===== config.mk =====
export PLATFORM = sky130hd
export DESIGN_NAME = dmem_arbiter
export DESIGN_NICKNAME = d
export VERILOG_FILES = /design/src/rtl/dmem_arbiter.sv
export SDC_FILE = /design/constraint.sdc
export NUM_CORES = 1
export LEC_CHECK = 0
export BUFFER_PORTS_ARGS = -buffer_cell sky130_fd_sc_hd__buf_2
export CAP_MARGIN = 20
export CELL_PAD_IN_SITES_DETAIL_PLACEMENT = 1
export CELL_PAD_IN_SITES_GLOBAL_PLACEMENT = 1
export CORE_AREA = 8 8 640 642
export CTS_CLUSTER_DIAMETER = 40
export CTS_CLUSTER_SIZE = 40
export DETAILED_ROUTE_END_ITERATION = 8
export DIE_AREA = 0 0 648 650
export PLACE_DENSITY = 0.3
export SLEW_MARGIN = 10
export SYNTH_ARGS = -nofsm -noshare
export SYNTH_HDL_FRONTEND = slang
export SYNTH_SLANG_ARGS = --single-unit

===== constraint.sdc =====
create_clock -name clk_i -period 3.35 [get_ports clk_i]
set_input_delay 0.1675 -clock clk_i [delete_from_list [all_inputs] [get_ports clk_i]]
set_output_delay 0.1675 -clock clk_i [all_outputs]
set_load 0.02 [all_outputs]

===== src/rtl/dmem_arbiter.sv =====
// Round-robin arbiter sharing one wide data-memory port between two cache-side
// requesters, holding the grant while the owner keeps enable high, with a no-ack watchdog.
module dmem_arbiter #(
  parameter int ADDR_W  = 32,
  parameter int DATA_W  = 256,
  parameter int TIMEOUT = 1023
) (
  input  logic              clk_i,
  input  logic              rst_i,
  input  logic              m0_enable_i,
  input  logic              m0_write_i,
  input  logic [ADDR_W-1:0] m0_addr_i,
  input  logic [DATA_W-1:0] m0_data_i,
  output logic [DATA_W-1:0] m0_data_o,
  output logic              m0_ack_o,
  input  logic              m1_enable_i,
  input  logic              m1_write_i,
  input  logic [ADDR_W-1:0] m1_addr_i,
  input  logic [DATA_W-1:0] m1_data_i,
  output logic [DATA_W-1:0] m1_data_o,
  output logic              m1_ack_o,
  output logic              mem_enable_o,
  output logic              mem_write_o,
  output logic [ADDR_W-1:0] mem_addr_o,
  output logic [DATA_W-1:0] mem_data_o,
  input  logic [DATA_W-1:0] mem_data_i,
  input  logic              mem_ack_i,
  output logic [1:0]        grant_o,
  output logic              timeout_o
);

  localparam int CNT_W = $clog2(TIMEOUT + 1);
  localparam logic [CNT_W-1:0] WD_MAX = CNT_W'(TIMEOUT);

  localparam logic [0:0] IDLE = 1'b0;
  localparam logic [0:0] BUSY = 1'b1;

  logic [0:0]       state;
  logic             owner;
  logic             last;
  logic [CNT_W-1:0] wd_cnt;

  logic own_en;
  logic any_req;
  logic pick;

  assign own_en  = owner ? m1_enable_i : m0_enable_i;
  assign any_req = m0_enable_i | m1_enable_i;
  // On a tie the port that did not win last time goes next.
  assign pick    = (m0_enable_i & m1_enable_i) ? ~last : m1_enable_i;

  always_ff @(posedge clk_i or posedge rst_i) begin
    if (rst_i) begin
      state     <= IDLE;
      owner     <= 1'b0;
      last      <= 1'b1;
      wd_cnt    <= '0;
      timeout_o <= 1'b0;
    end else begin
      case (state)
        IDLE: begin
          wd_cnt <= '0;
          if (any_req) begin
            owner <= pick;
            last  <= pick;
            state <= BUSY;
          end
        end
        BUSY: begin
          if (!own_en)
            state <= IDLE;
          // Watchdog only observes; it never forces a release.
          if (mem_ack_i) begin
            wd_cnt <= '0;
          end else if (wd_cnt != WD_MAX) begin
            wd_cnt <= wd_cnt + 1'b1;
            if (wd_cnt == WD_MAX - 1'b1)
              timeout_o <= 1'b1;
          end
        end
        default: state <= IDLE;
      endcase
    end
  end

  always_comb begin
    mem_enable_o = 1'b0;
    mem_write_o  = 1'b0;
    mem_addr_o   = '0;
    mem_data_o   = '0;
    m0_ack_o     = 1'b0;
    m1_ack_o     = 1'b0;
    grant_o      = 2'b00;
    if (state == BUSY) begin
      if (owner) begin
        mem_enable_o = m1_enable_i;
        mem_write_o  = m1_write_i;
        mem_addr_o   = m1_addr_i;
        mem_data_o   = m1_data_i;
        m1_ack_o     = mem_ack_i;
        grant_o      = 2'b10;
      end else begin
        mem_enable_o = m0_enable_i;
        mem_write_o  = m0_write_i;
        mem_addr_o   = m0_addr_i;
        mem_data_o   = m0_data_i;
        m0_ack_o     = mem_ack_i;
        grant_o      = 2'b01;
      end
    end
  end

  assign m0_data_o = mem_data_i;
  assign m1_data_o = mem_data_i;

endmodule


# Yosys cells after proc, flatten, opt, wreduce, memory -nomap -nowiden
# Cells that the tools add are included.
[word_totals]
register_bits = 14
input_bits = 839
output_inout_bits = 807
wordCells = 37
[op_classes]
n_addsub = 1
n_eq_ne = 3
muxes = 21
bitwise = 5
reduce_logical = 2
[ops]
columns = ["op", "n"]
rows = [
  ["$mux W256", 2],
  ["$mux W32", 2],
  ["$mux W10", 2],
  ["$pmux W10 S2", 1],
  ["$mux W1", 11],
  ["$add A10 B1 Y10 const B", 1],
  ["$eq A10 B10 Y1 const B", 1],
  ["$ne A10 B10 Y1 const B", 1],
  ["$mux W2", 2],
  ["$reduce_and A4 Y1", 1],
  ["$ne A3 B2 Y1 const B", 1],
  ["$not A1 Y1", 3],
  ["$pmux W1 S2", 1],
  ["$reduce_and A2 Y1", 1],
  ["$and A1 B1 Y1", 1],
  ["$or A1 B1 Y1", 1],
]

# Longest topological paths before layout
# Gate-level depths: netlist (run 1).
[depth]
word_depth = 4
depth_mapped = 6
depth_no_buf = 5

# Worst setup path before layout (run 1)
# Ideal clock, no wire load.
[synth_path]
path_type = "register to register"
from = "register wd_cnt[0]"
to = "register wd_cnt[0]"
setup_ns = 0.134
t_arrival_ns = 1.473
required_ns = 3.216
path_slack_ns = 1.742
path_stages_with_launch = 7
n_path_buf = 1
synth_period_minus_slack_ns = 1.608
cell_sequence = "dfrtp_1 -> ha_1 -> nand4_4 -> or3_1 -> buf_6 -> xnor2_1 -> nor2_1"
[synth_between]
elab_chain_cells = 4
word_cells_on_any_way = 6
classes_between = "add/sub (1); eq/ne (2); mux (3)"
[synth_lines]
columns = ["item", "line", "source"]
rows = [
  ["start: declaration", "41", "logic [CNT_W-1:0] wd_cnt;"],
  ["start signal: assignment", "76", "wd_cnt <= wd_cnt + 1'b1;"],
  ["$add A10 B1 Y10", "76", ""],
  ["$mux W10", "75", "end else if (wd_cnt != WD_MAX) begin"],
  ["$mux W10", "73", "if (mem_ack_i) begin"],
  ["$pmux W10 S2", "60", "case (state)"],
]
# Parallel ways exist; a longest one is shown, timed or not. The select of a mux whose other input is x is not followed.
# A chain may end at the register's enable or synchronous reset.

# Final worst setup path (run 1)
[layout_path]
from = "register owner"
to = "output mem_data_o[135]"
[layout_between]
elab_chain_cells = 2
[layout_lines]
columns = ["item", "line", "source"]
rows = [
  ["start: declaration", "39", "logic owner;"],
  ["start signal: assignment", "64", "owner <= pick;"],
  ["$mux W256", "95", "if (owner) begin"],
  ["$mux W256", "94", "if (state == BUSY) begin"],
  ["end: declaration", "25", "output logic [DATA_W-1:0] mem_data_o,"],
]
# No other way between the ends.

==> flow_summary.yaml, run 1 <==
outcome:
  status: "finished clean"
logic_synthesis:
  synth_area_leaders: "buf_4 40%, mux2i_1 30%, nor2b_1 19%"
  ys_types: 33
  ys_warn_count: 0
  synth_top_area_share_pct: 40.0
  yosys.area.top_type: "buf_4"
  ys_seq_elements: 14
  synth_cells: 1233
  syn-mean-instance-area_um2: 7.79
  synth_seq_area_share_pct: 3.66
  syn_area_mm2: 0.00960
  synth_fp_nets: 2074
layout:
  final_common_cell: "buf_2"
  final_util_pct: 4.25
  final_area_mm2: 0.0170
  register_area_um2: 359
  final_nets: 2397
  instances_no_fill: 6882
  fillCellCount: 48103
  final_cell_mix: "876 x buf_2, 291 x nor2b_1, 281 x mux2i_1, 15 x buf_4, 11 x dfrtp_1"
  synthToLayoutAreaGrowth_pct: 77.0
  multiInputGateArea_mm2: 0.00518
  drive_gt1_share_pct: 59.0
placed_design:
  dp.cells: 6838
  port_buffers: 877
  place_ws_ns: 0.585
  place_hpwl_mm: 250
  place_area_mm2: 0.0168
  gp_congestion: 0.816
drt:
  drt-met1-wl_mm: 71.4
  drt_pass1_iterations: 5
  met3_length_mm: 65.3
  ant_nets: 0
  drtIter0Drc: 457
  via_count: 11125
  viasPerCell: 1.62
  wl_per_cell_um: 37.5
  post-route-drc-count: 0
  wl_met2_mm: 114
  totalWireLength_mm: 258
  top_layer_used: "met5"
cts:
  post_cts_buffers: 0
  insertion_delay_ns: 0.24
  cts_resized: 0
  cts_buffers: 3
  cts_root_buf: "clkbuf_16"
  cts_tree: "done"
  cts_sinks: 14
  path_clk_slew_ns: 0.05
  cts_hold_buf: 0
  clockBufferDepth: 2
  cts.htree.levels: 1
die:
  pin_count: 1646
  die_width_um: 648
  die_y_um: 650
  initial_core_util_pct: 2.40
  core-area_mm2: 0.400
  die_area_mm2: 0.421
  row_count: 233
worst_setup_path:
  critPathMaxFanout: 13
  required_ns: 3.18
  worstSetupStartpointType: "register"
  worstSetupPathType: "reg -> out"
  ff2ff_setup_slack_ns: 1.14
  cp.arrival_ns: 2.66
  end_kind: "primary output"
pwr:
  ir_worst_vdd_uv: 259
  power_density_mw_per_mm2: 560
  leakagePower_nw: 6.49
  total_power_mw: 9.51
sta:
  maxSlewViolCount: 0
  timing.slew.headroom_pct: 44.0
  rsz0062_at_grt: "false"
  period_minus_slack_ns: 2.83
  setup_viol: 0
  hold_viol_final: 0
  max_freq_mhz: 353
  tightest_slew_ns: 0.816
  finClkSkew_ns: 0.00156
  finalSetupTns_ns: 0
  setup_ws_ns: 0.518
  min_period_over_period_pct: 84.6
  fin_hold_ws_ns: 0.0113
global_route:
  grt_overflow_total: 0
  grt_pass1_vias: 11695
  grt_util_all_layers_pct: 11.6
  grt_antenna_before_repair: 203
  grt_pass1_wl_mm: 284
  grt_max_degree: 84
hold_path:
  holdCritPathClass: "in -> async"
run:
  maxCapViolCount: 0
==> power by group <==
group	leakage, nW	internal [mW]	switching [mW]
Sequential	0.184	0.196	0.118
Clock	0.0444	0.181	0.0710
Combinational	6.26	2.39	6.56
==> critical path, stage by stage, from the launching register on <==
cell	delay, ns
dfrtp_4	0.62
buf_4	0.47
mux2i_4	0.76
nor2b_1	0.20
buf_2	0.22
==> cells by family (layout without fill, tap and decap cells) <==
group / Yosys count / in the layout / synth area share (%)
adders and majority gates: 2 / 2 / 0.261
buffers and inverters: 582 / 904 / 43.2
DFF: 14 / 14 / 3.66
AOI/OAI and AO/OA: 16 / 16 / 1.28
muxes: 290 / 290 / 30.2
xor gates and xnor gates: 6 / 6 / 0.547
and+or+nand+nor: 323 / 323 / 20.8
other: 0 / 40 / 0
==> cell usage after synthesis <==
master	n
clkbuf_1	35
o311ai_2	1
nand3_1	4
mux2i_1	290
nand2b_1	3
nand2_1	4
a31oi_1	1
and2_1	2
dfstp_2	1
o21ai_0	2
nor4_1	1
buf_4	512
and4_1	1
inv_1	2
and3_1	2
nor2b_1	291
nor2_1	10
ha_1	2
a211oi_2	2
a21oi_1	4
o211ai_1	1
buf_2	31
nand4_4	1
buf_6	1
dfrtp_1	13
a211oi_1	1
buf_1	1
o31ai_1	2
nor3_1	2
xnor2_1	2
or3_1	2
xor2_1	4
a21o_1	2
==> layout make-up <==
cell class	count	share of cell area (%)
antenna	40	0.589
clock buffer	4	0.523
inverter	2	0.0442
multi-input combinational	637	30.5
sequential	14	2.11
tap	5287	38.9
timing repair buffer	898	27.3
==> worst paths after layout <==
kind                                   endpoint  cells after the start        start
worst min register to register        timeout_o                      1    timeout_o
worst max-delay path            mem_data_o[135]                      4        owner
max in group asynchronous                 owner                      2        rst_i
worst min-delay path                  wd_cnt[1]                      2        rst_i
worst max register to register        timeout_o                      4        state
min in group clk_i                        state                      3  m1_enable_i
==> sequential cells by signal, indices dropped and copies added, names as in the netlist <==
name	cells
timeout_o	1
owner	1
last	1
state	1
wd_cnt	10
==> layer usage <==
metal / vias to the layer above / global-route usage [%]
met5: - / 0.892
met4: 70 / 1.91
met3: 431 / 13.4
met2: 1623 / 18.7
met1: 4837 / 9.44
li1: 4164 / -
(Power assumes the default switching activity.)
==> run 2: changes to the inputs <==
==> constraint.sdc (replaced) <==
create_clock -name clk_i -period 2.7 [get_ports clk_i]
set_input_delay 0.135 -clock clk_i [delete_from_list [all_inputs] [get_ports clk_i]]
set_output_delay 0.135 -clock clk_i [all_outputs]
set_load 0.02 [all_outputs]
==> run 2 against run 1 <==
Utilization is 0.50 points higher. Clock-buffer cell count stayed put. Clock skew is 0.0028 ns higher. Critical path depth is 1 higher. Global-route usage is 0.58 points higher. Clock power is 27% higher. Cell area is 12% higher. Die area stayed put. Largest cell class unchanged.
==> flow_summary.yaml, run 2 (synthesis results as in run 1) <==
outcome:
  status: "finished clean"
sta:
  min_period_over_period_pct: 98.3
  maxSlewViolCount: 0
  finClkSkew_ns: 0.00435
  rsz0062_at_grt: "false"
  setup_viol: 0
  max_freq_mhz: 377
  timing.slew.headroom_pct: 34.6
  tightest_slew_ns: 0.954
  hold_viol_final: 0
  period_minus_slack_ns: 2.65
  fin_hold_ws_ns: 0.0246
cts:
  cts_buffers: 3
  cts_root_buf: "clkbuf_16"
  cts_sinks: 14
  path_clk_slew_ns: 0.05
  cts.htree.levels: 1
  clockBufferDepth: 2
  insertion_delay_ns: 0.25
  cts_hold_buf: 0
  cts_tree: "done"
layout:
  drive_gt1_share_pct: 61.0
  multiInputGateArea_mm2: 0.00524
  regMostFlops: "wd_cnt"
  fillCellCount: 47911
  synthToLayoutAreaGrowth_pct: 97.7
  instances_no_fill: 6895
  largest_register_ffs: 10
  register_area_um2: 359
  final_cell_mix: "747 x buf_2, 275 x nor2b_1, 270 x mux2i_1, 126 x buf_12, 31 x buf_4"
  final_nets: 2407
  final_common_cell: "buf_2"
placed_design:
  dp.cells: 6848
  place_hpwl_mm: 260
  gp_congestion: 0.826
  port_buffers: 877
worst_setup_path:
  ff2ff_setup_slack_ns: 0.92
  worstSetupPathType: "reg -> out"
  cp.arrival_ns: 2.52
  r2r_end: "wd_cnt[0]"
  r2r-start: "wd_cnt[0]"
  end_kind: "primary output"
  worstSetupStartpointType: "register"
  critPathMaxFanout: 43
  rr_worst_depth: 5
  required_ns: 2.57
global_route:
  grt_util_all_layers_pct: 12.2
  grt_pass1_vias: 12032
  grt_pass1_wl_mm: 299
  grt_overflow_total: 0
  grt_antenna_before_repair: 185
  grt_max_degree: 103
die:
  die_area_mm2: 0.421
  die_width_um: 648
  row_count: 233
  core-area_mm2: 0.400
  initial_core_util_pct: 2.40
  pin_count: 1646
  die_y_um: 650
pwr:
  leakagePower_nw: 7.05
  ir_worst_vdd_uv: 425
  power_density_mw_per_mm2: 719
  total_power_mw: 13.6
run:
  maxCapViolCount: 0
hold_path:
  holdCritPathClass: "in -> async"
drt:
  drtIter0Drc: 679
  wl_per_cell_um: 39.2
  totalWireLength_mm: 270
  drt_pass1_iterations: 4
  viasPerCell: 1.66
  ant_nets: 0
  via_count: 11441
  post-route-drc-count: 0
-- run 2: layout make-up --
| type | instances | share of cell area [%] |
|---|---|---|
| clock buffers | 4 | 0.468 |
| repair buffers | 908 | 34.6 |
| inverters | 2 | 0.0396 |
| flip-flops and latches | 14 | 1.89 |
| multi-input cells | 637 | 27.6 |
| diodes | 43 | 0.567 |
| well taps | 5287 | 34.9 |
-- run 2: stage by stage --
| step | util, % | worst slack (ns) | TNS [ns] | instance area (um2) |
|---|---|---|---|---|
| after global placement | 4.63 | -0.453 | -1.86 | 18500 |
| after CTS | 4.71 | 0.00241 | 0 | 18900 |
| after global routing | 4.72 | 0.00922 | 0 | 18900 |
| after floorplan | - | 1.09 | 0 | 9600 |
| after detailed placement | 4.66 | -0.108 | -0.254 | 18700 |
| final | 4.74 | 0.0454 | 0 | 19000 |
-- run 2: critical path, stage by stage (launching register included) --
cell,delay [ns]
dfrtp_4,0.47
buf_12,0.21
buf_12,0.33
mux2i_1,0.58
nor2b_1,0.27
buf_12,0.22
-- run 2: power by group --
group	internal, mW	switching (mW)
Sequential	0.244	0.0372
Combinational	4.52	8.52
Clock	0.225	0.0950
Total	4.99	8.65
-- run 2: worst max-delay path by stage --
stage / cells past startpoint / slack [ns] / start / endpoint
floorplan: 6 / 1.09 / wd_cnt[0] / wd_cnt[0]
global placement: 5 / -0.45 / owner / mem_data_o[208]
detailed placement: 5 / -0.11 / owner / mem_data_o[120]
CTS: 5 / 0.002 / owner / mem_data_o[135]
global route: 4 / 0.009 / owner / mem_data_o[255]
finish: 5 / 0.05 / owner / mem_data_o[74]
-- run 2: repair_timing --
item                       in CTS  in global routing
buffers inserted                0                  0
setup endpoints to repair      28                  2
gates resized for setup        32                  2
-- run 2: metal layers --
metal  routed length [um]  share of wire, %  GRT usage, %  vias up
met4                 5910               2.2          1.95       74
met1                82800                31          11.0     5207
met5                  782              0.29         0.572        -
met2               124000                46          20.2     1586
li1                     -                 -             -     4197
met3                57000                21          11.5      377
